===== src/rtl/cache_mem_ctrl_if.sv =====
// Cache-side line request/response and word-wide memory bus of cache_mem_ctrl.
// The slave modport is the controller; the master modport is its environment (cache plus memory).
interface cache_mem_ctrl_if #(
  parameter int ADDR_WIDTH     = 32,
  parameter int DATA_WIDTH     = 32,
  parameter int WORDS_PER_LINE = 4
);
  localparam int LINE_W = DATA_WIDTH * WORDS_PER_LINE;

  logic                  req_valid;
  logic                  req_ready;
  logic                  req_write;
  logic [ADDR_WIDTH-1:0] req_addr;
  logic [LINE_W-1:0]     req_line;
  logic                  rsp_valid;
  logic                  rsp_ready;
  logic [LINE_W-1:0]     rsp_line;
  logic                  rsp_err;
  logic                  mem_valid;
  logic                  mem_ready;
  logic                  mem_write;
  logic [ADDR_WIDTH-1:0] mem_addr;
  logic [DATA_WIDTH-1:0] mem_wdata;
  logic                  mem_rvalid;
  logic [DATA_WIDTH-1:0] mem_rdata;

  modport slave (
    input  req_valid, req_write, req_addr, req_line, rsp_ready,
           mem_ready, mem_rvalid, mem_rdata,
    output req_ready, rsp_valid, rsp_line, rsp_err,
           mem_valid, mem_write, mem_addr, mem_wdata
  );

  modport master (
    output req_valid, req_write, req_addr, req_line, rsp_ready,
           mem_ready, mem_rvalid, mem_rdata,
    input  req_ready, rsp_valid, rsp_line, rsp_err,
           mem_valid, mem_write, mem_addr, mem_wdata
  );
endinterface


===== src/rtl/cache_mem_ctrl.sv =====
// Serialises one cache line fill/write-back into per-word memory transactions.
// Define MEMCTRL_TIMEOUT_EN to abort a stalled word after TIMEOUT_CYCLES and flag rsp_err.
module cache_mem_ctrl #(
  parameter int ADDR_WIDTH     = 32,
  parameter int DATA_WIDTH     = 32,
  parameter int WORDS_PER_LINE = 4,
  parameter int TIMEOUT_CYCLES = 256
) (
  input logic             clk,
  input logic             reset,
  cache_mem_ctrl_if.slave bus
);
  localparam int CW         = $clog2(WORDS_PER_LINE);
  localparam int BYTES      = DATA_WIDTH / 8;
  localparam int BW         = $clog2(BYTES);
  localparam int LINE_BYTES = WORDS_PER_LINE * BYTES;
  localparam logic [ADDR_WIDTH-1:0] OFF_MASK = ADDR_WIDTH'(LINE_BYTES - 1);

  if (TIMEOUT_CYCLES < 1 || WORDS_PER_LINE < 2 || (WORDS_PER_LINE & (WORDS_PER_LINE - 1)) != 0)
  begin : g_bad_param
    $error("cache_mem_ctrl: illegal TIMEOUT_CYCLES or WORDS_PER_LINE");
  end

  typedef enum logic [1:0] {IDLE, ADDR, RDATA, RESP} state_e;
  typedef logic [WORDS_PER_LINE-1:0][DATA_WIDTH-1:0] line_t;

  state_e                state_q, state_d;
  logic [ADDR_WIDTH-1:0] base_q, base_d;
  logic                  wr_q, wr_d;
  line_t                 line_q, line_d;
  logic [CW-1:0]         cnt_q, cnt_d;
  logic                  last;

  assign last = (cnt_q == CW'(WORDS_PER_LINE - 1));

`ifdef MEMCTRL_TIMEOUT_EN
  localparam int SW = $clog2(TIMEOUT_CYCLES + 1);
  logic [SW-1:0] stall_q, stall_d;
  logic          err_q, err_d;
`endif

  always_comb begin
    state_d = state_q;
    base_d  = base_q;
    wr_d    = wr_q;
    line_d  = line_q;
    cnt_d   = cnt_q;
`ifdef MEMCTRL_TIMEOUT_EN
    err_d   = err_q;
    stall_d = '0;
`endif
    unique case (state_q)
      IDLE: begin
        if (bus.req_valid) begin
          base_d  = bus.req_addr & ~OFF_MASK;
          wr_d    = bus.req_write;
          // Fills start from zero so a timed-out line reports unreceived words as 0.
          line_d  = bus.req_write ? line_t'(bus.req_line) : '0;
          cnt_d   = '0;
          state_d = ADDR;
`ifdef MEMCTRL_TIMEOUT_EN
          err_d   = 1'b0;
`endif
        end
      end
      ADDR: begin
        if (bus.mem_ready) begin
          if (!wr_q)     state_d = RDATA;
          else if (last) state_d = RESP;
          else           cnt_d   = cnt_q + 1'b1;
        end
      end
      RDATA: begin
        if (bus.mem_rvalid) begin
          line_d[cnt_q] = bus.mem_rdata;
          if (last) begin
            state_d = RESP;
          end else begin
            cnt_d   = cnt_q + 1'b1;
            state_d = ADDR;
          end
        end
      end
      RESP: begin
        if (bus.rsp_ready) begin
          state_d = IDLE;
`ifdef MEMCTRL_TIMEOUT_EN
          err_d   = 1'b0;
`endif
        end
      end
      default: state_d = IDLE;
    endcase
`ifdef MEMCTRL_TIMEOUT_EN
    if ((state_q == ADDR && !bus.mem_ready) || (state_q == RDATA && !bus.mem_rvalid)) begin
      if (stall_q == SW'(TIMEOUT_CYCLES - 1)) begin
        state_d = RESP;
        err_d   = 1'b1;
      end else begin
        stall_d = stall_q + 1'b1;
      end
    end
`endif
  end

  always_ff @(posedge clk or negedge reset) begin
    if (!reset) begin
      state_q <= IDLE;
      base_q  <= '0;
      wr_q    <= 1'b0;
      line_q  <= '0;
      cnt_q   <= '0;
    end else begin
      state_q <= state_d;
      base_q  <= base_d;
      wr_q    <= wr_d;
      line_q  <= line_d;
      cnt_q   <= cnt_d;
    end
  end

`ifdef MEMCTRL_TIMEOUT_EN
  always_ff @(posedge clk or negedge reset) begin
    if (!reset) begin
      stall_q <= '0;
      err_q   <= 1'b0;
    end else begin
      stall_q <= stall_d;
      err_q   <= err_d;
    end
  end
  assign bus.rsp_err = err_q;
`else
  assign bus.rsp_err = 1'b0;
`endif

  assign bus.req_ready = (state_q == IDLE);
  assign bus.mem_valid = (state_q == ADDR);
  assign bus.mem_write = (state_q == ADDR) && wr_q;
  assign bus.mem_addr  = base_q + (ADDR_WIDTH'(cnt_q) << BW);
  assign bus.mem_wdata = line_q[cnt_q];
  assign bus.rsp_valid = (state_q == RESP);
  assign bus.rsp_line  = line_q;
endmodule


===== src/flat_wrapper.sv =====
// flat-port wrapper written by rule: the top's interface ports become plain ports
module cache_mem_ctrl_flat 
#(
  parameter int ADDR_WIDTH     = 32,
  parameter int DATA_WIDTH     = 32,
  parameter int WORDS_PER_LINE = 4,
  parameter int TIMEOUT_CYCLES = 256
)
  (clk, reset, bus_req_valid, bus_req_write, bus_req_addr, bus_req_line, bus_rsp_ready, bus_mem_ready, bus_mem_rvalid, bus_mem_rdata, bus_req_ready, bus_rsp_valid, bus_rsp_line, bus_rsp_err, bus_mem_valid, bus_mem_write, bus_mem_addr, bus_mem_wdata);
  cache_mem_ctrl_if #(.ADDR_WIDTH(ADDR_WIDTH), .DATA_WIDTH(DATA_WIDTH), .WORDS_PER_LINE(WORDS_PER_LINE)) bus_i ();
  input logic clk;
  input logic reset;
  input wire logic [$bits(bus_i.req_valid)-1:0] bus_req_valid;
  input wire logic [$bits(bus_i.req_write)-1:0] bus_req_write;
  input wire logic [$bits(bus_i.req_addr)-1:0] bus_req_addr;
  input wire logic [$bits(bus_i.req_line)-1:0] bus_req_line;
  input wire logic [$bits(bus_i.rsp_ready)-1:0] bus_rsp_ready;
  input wire logic [$bits(bus_i.mem_ready)-1:0] bus_mem_ready;
  input wire logic [$bits(bus_i.mem_rvalid)-1:0] bus_mem_rvalid;
  input wire logic [$bits(bus_i.mem_rdata)-1:0] bus_mem_rdata;
  output wire logic [$bits(bus_i.req_ready)-1:0] bus_req_ready;
  output wire logic [$bits(bus_i.rsp_valid)-1:0] bus_rsp_valid;
  output wire logic [$bits(bus_i.rsp_line)-1:0] bus_rsp_line;
  output wire logic [$bits(bus_i.rsp_err)-1:0] bus_rsp_err;
  output wire logic [$bits(bus_i.mem_valid)-1:0] bus_mem_valid;
  output wire logic [$bits(bus_i.mem_write)-1:0] bus_mem_write;
  output wire logic [$bits(bus_i.mem_addr)-1:0] bus_mem_addr;
  output wire logic [$bits(bus_i.mem_wdata)-1:0] bus_mem_wdata;
  assign bus_i.req_valid = bus_req_valid;
  assign bus_i.req_write = bus_req_write;
  assign bus_i.req_addr = bus_req_addr;
  assign bus_i.req_line = bus_req_line;
  assign bus_i.rsp_ready = bus_rsp_ready;
  assign bus_i.mem_ready = bus_mem_ready;
  assign bus_i.mem_rvalid = bus_mem_rvalid;
  assign bus_i.mem_rdata = bus_mem_rdata;
  assign bus_req_ready = bus_i.req_ready;
  assign bus_rsp_valid = bus_i.rsp_valid;
  assign bus_rsp_line = bus_i.rsp_line;
  assign bus_rsp_err = bus_i.rsp_err;
  assign bus_mem_valid = bus_i.mem_valid;
  assign bus_mem_write = bus_i.mem_write;
  assign bus_mem_addr = bus_i.mem_addr;
  assign bus_mem_wdata = bus_i.mem_wdata;
  cache_mem_ctrl #(.ADDR_WIDTH(ADDR_WIDTH), .DATA_WIDTH(DATA_WIDTH), .WORDS_PER_LINE(WORDS_PER_LINE), .TIMEOUT_CYCLES(TIMEOUT_CYCLES)) u_core (.clk(clk), .reset(reset), .bus(bus_i));
endmodule

===== config.mk =====
export PLATFORM = sky130hd
export DESIGN_NAME = cache_mem_ctrl_flat
export DESIGN_NICKNAME = d
export VERILOG_FILES = /design/src/rtl/cache_mem_ctrl_if.sv /design/src/rtl/cache_mem_ctrl.sv /design/src/flat_wrapper.sv
export SDC_FILE = /design/constraint.sdc
export NUM_CORES = 1
export LEC_CHECK = 0
export CAP_MARGIN = 20
export CORE_AREA = 2 2 154 156
export DETAILED_ROUTE_END_ITERATION = 12
export DIE_AREA = 0 0 156 158
export PLACE_DENSITY = 0.76
export SETUP_SLACK_MARGIN = 0.4
export SKIP_CTS_REPAIR_TIMING = 1
export SKIP_LAST_GASP = 1
export SLEW_MARGIN = 10
export SYNTH_ARGS = -nofsm -noshare
export SYNTH_HDL_FRONTEND = slang
export SYNTH_SLANG_ARGS = --single-unit

===== constraint.sdc =====
create_clock -name clk -period 7.1 [get_ports clk]
set_clock_uncertainty 0.15 [all_clocks]
set_input_delay 1.065 -clock clk [delete_from_list [all_inputs] [get_ports clk]]
set_output_delay 1.065 -clock clk [all_outputs]
set_load 0.01 [all_outputs]

==> impl_metrics.env <==
export IMPL_status="finished, final reports clean"
export IMPL_synth_top_flop_cell="dfrtp_1"
export IMPL_synth_seq_cells=161
export IMPL_drive_above_1_share_pct=21.3
export IMPL_synth_compound_area_share_pct=16.3
export IMPL_whs_path_depth=2
export IMPL_cp_start_kind="register"
export IMPL_final_cells=1287
export IMPL_drv_slew=0
export IMPL_grt_antenna_before_repair=0
export IMPL_async_flop_share_pct=100
export IMPL_finalSetupTns_ns=0
export IMPL_netlist_area_um2=8490
export IMPL_avgViaCountPerCell=5.45
export IMPL_max_cap_violations=0
export IMPL_synth_xor_area_share_pct=0
export IMPL_nets=1195
export IMPL_cp_arrival_ns=2.83
export IMPL_clk_path_buf_depth=2
export IMPL_period_share_pct=56.9
export IMPL_firstDrtPassIters=4
export IMPL_period_needed_ns=4.04
export IMPL_path_cells="buf_4 -> mux4_2 -> clkdlybuf4s50_1"
export IMPL_totalWireLength_um=29200
export IMPL_crit_fanout=19
export IMPL_rr_worst_depth=7
export IMPL_place_hpwl_um=20200
export IMPL_synth_area_top_cells="dfrtp_1 47%, mux2_2 13%, a22o_1 9.9%, mux4_2 8.5%, mux2_4 5.3%"
export IMPL_syn_inst=624
export IMPL_hp_start="u_core.bus.rsp_line[98]"
export IMPL_whs_endpoint="u_core.bus.rsp_line[98]"
export IMPL_drt_initial_drc_count=372
export IMPL_gp_congestion=0.815
export IMPL_setup_violations=0
export IMPL_post_dp_cell_area_um2=12500
export IMPL_routed_via_count=7016
export IMPL_num_io_pins=396
export IMPL_wl_per_cell_um=22.7
export IMPL_ir_drop_v=0.000196
export IMPL_cts_sinks=161
export IMPL_synth_adder_area_share_pct=1.77
export IMPL_r2r_end="u_core.bus.rsp_line[8]"
export IMPL_dieHeight_um=158
export IMPL_ys_warn_count=0
export IMPL_min_path_type="reg2reg"
export IMPL_clkLatencyLatePin_ns=0.41
export IMPL_core_area_um2=23100
export IMPL_synth_distinct_cells=29
export IMPL_clk_pin_slew_ns=0.06
export IMPL_synth_edff_count=0
export IMPL_synthSimpleGateAreaFrac_pct=2.67
export IMPL_power_leakage_nw=5.43
export IMPL_cp_required_ns=5.88
export IMPL_overflow=0
export IMPL_place_inst=1255
export IMPL_worst_pin_slew_ns=1.10
export IMPL_slew_headroom_pct=26.4
export IMPL_start_util_pct=36.8
export IMPL_synth_top_area_share_pct=47.4
export IMPL_grt_start_max_net_pins=89
export IMPL_grt_pass1_vias=7434
export IMPL_yosysSeqAreaShare_pct=47.4
export IMPL_rows=56
export IMPL_crit_path_top_delay_cell="dfrtp_2"
export IMPL_antenna_cells=0
export IMPL_cts_tree="built"
export IMPL_yosysTopAreaCell="dfrtp_1"
export IMPL_worst_setup_path_type="reg2out"
export IMPL_power_density_nw_per_um2=441
export IMPL_clockRootBuffer="clkbuf_16"
export IMPL_hold_viol=0
export IMPL_synth_top_family_by_area="multiplexers"
export IMPL_cts_htree_levels=4
export IMPL_syn2layout_area_growth_pct=54.0
export IMPL_die_x_um=156
export IMPL_syn_mean_instance_area_um2=13.6
export IMPL_synthMuxAreaShare_pct=26.6
export IMPL_die_area_um2=24600
export IMPL_rrSetupSlack_ns=3.83
export IMPL_rsz0062_at_grt="false"
export IMPL_ant_nets=0
export IMPL_total_power_w=0.00577
export IMPL_fin_area_um2=13100
export IMPL_cp_end_kind="output port"
export IMPL_grt_pass1_wl_um=43600
export IMPL_reg2reg_from="u_core.state_q[1]"
export IMPL_fmax_ghz=0.247
export IMPL_cts_made_buffers=17
export IMPL_port_buffers=388
export IMPL_drc=0
export IMPL_worst_path_largest_cell_delay_ns=0.78
export IMPL_gr_usage_all_layers_pct=23.5
-- worst max-delay path by stage --
stage                          from                       to  slack [ns]
detailed placement    bus_req_valid   u_core.bus.rsp_line[8]        3.13
finish              u_core.cnt_q[0]        bus_mem_wdata[21]        3.06
CTS                 u_core.cnt_q[0]        bus_mem_wdata[21]        2.93
global route        u_core.cnt_q[0]        bus_mem_wdata[21]        2.84
floorplan           u_core.cnt_q[0]        bus_mem_wdata[10]        4.41
global placement      bus_req_valid  u_core.bus.rsp_line[16]        3.18
-- cell type report --
type / instances / area [um^2]
repair buffers: 398 / 3980
fillers: 1880 / 9970
multi-input cells: 397 / 4050
clock buffers: 20 / 447
clock inverters: 12 / 174
well taps: 290 / 363
inverters: 9 / 33.8
flip-flops and latches: 161 / 4030
-- sequential cells by signal, summed over array words and instances, names as in the netlist --
register             cells
u_core.base_q           28
u_core.bus.rsp_line    128
u_core.cnt_q             2
u_core.wr_q              1
u_core.state_q           2
-- power by group --
part / switching [W] / internal (W)
sequential: 0.000323 / 0.00128
clock: 0.000412 / 0.000574
combinational: 0.00136 / 0.00182
-- through the flow --
step	util [%]	hold WS (ns)	setup WS [ns]
3_3_place_gp	53.9	0.334	3.18
4_1_cts	56.8	0.358	2.93
5_1_grt	56.8	0.372	2.84
3_5_place_dp	54.1	0.341	3.13
2_1_floorplan	-	0.367	4.41
6_report	56.8	0.354	3.06
-- logic make-up (layout without fill, tap and decap cells) --
kind of cell,Yosys count,in the layout
AOI/OAI and AO/OA,171,171
adders and majority gates,12,12
buffers and inverters,68,439
DFF,161,161
muxes,159,159
other,1,3
and+or+nand+nor,52,52
-- cells in the final DEF, fill, tap and decap left out, types with 4 or more instances in the layout --
master and instances:
ha_1 12, mux2_2 95, dfrtp_1 159, a22o_1 96, mux4_2 32, clkdlybuf4s50_1 387, clkbuf_16 17, o21ai_0 32
nand2_1 36, buf_4 9, a22oi_1 32, mux2_4 30, inv_1 9, and2_2 4
-- cells in the mapped netlist (all sizes together), types with 4 or more instances --
master and number:
a21oi 4, a22oi 32, o21ai 32, mux4 32
ha 12, nand2 36, dfrtp 161, a22o 96
clkbuf 12, mux2 125, buf 47, inv 9
and2 5
-- per-layer routing --
layer | up-vias | global-route usage, % | wire [um]
met5 | - | 0 | 0
met2 | 318 | 40.0 | 14500
met1 | 3550 | 28.8 | 11800
met4 | 0 | 8.17 | 558
met3 | 36 | 6.49 | 2230
li1 | 3112 | - | -
-- worst max-delay path: cells and delay by family, from the launching register on --
kind,cells,cell delay (ns)
buf+inv,2,1.01
flops,1,0.78
mux,1,0.60
Power figures use the tool's default switching activity.
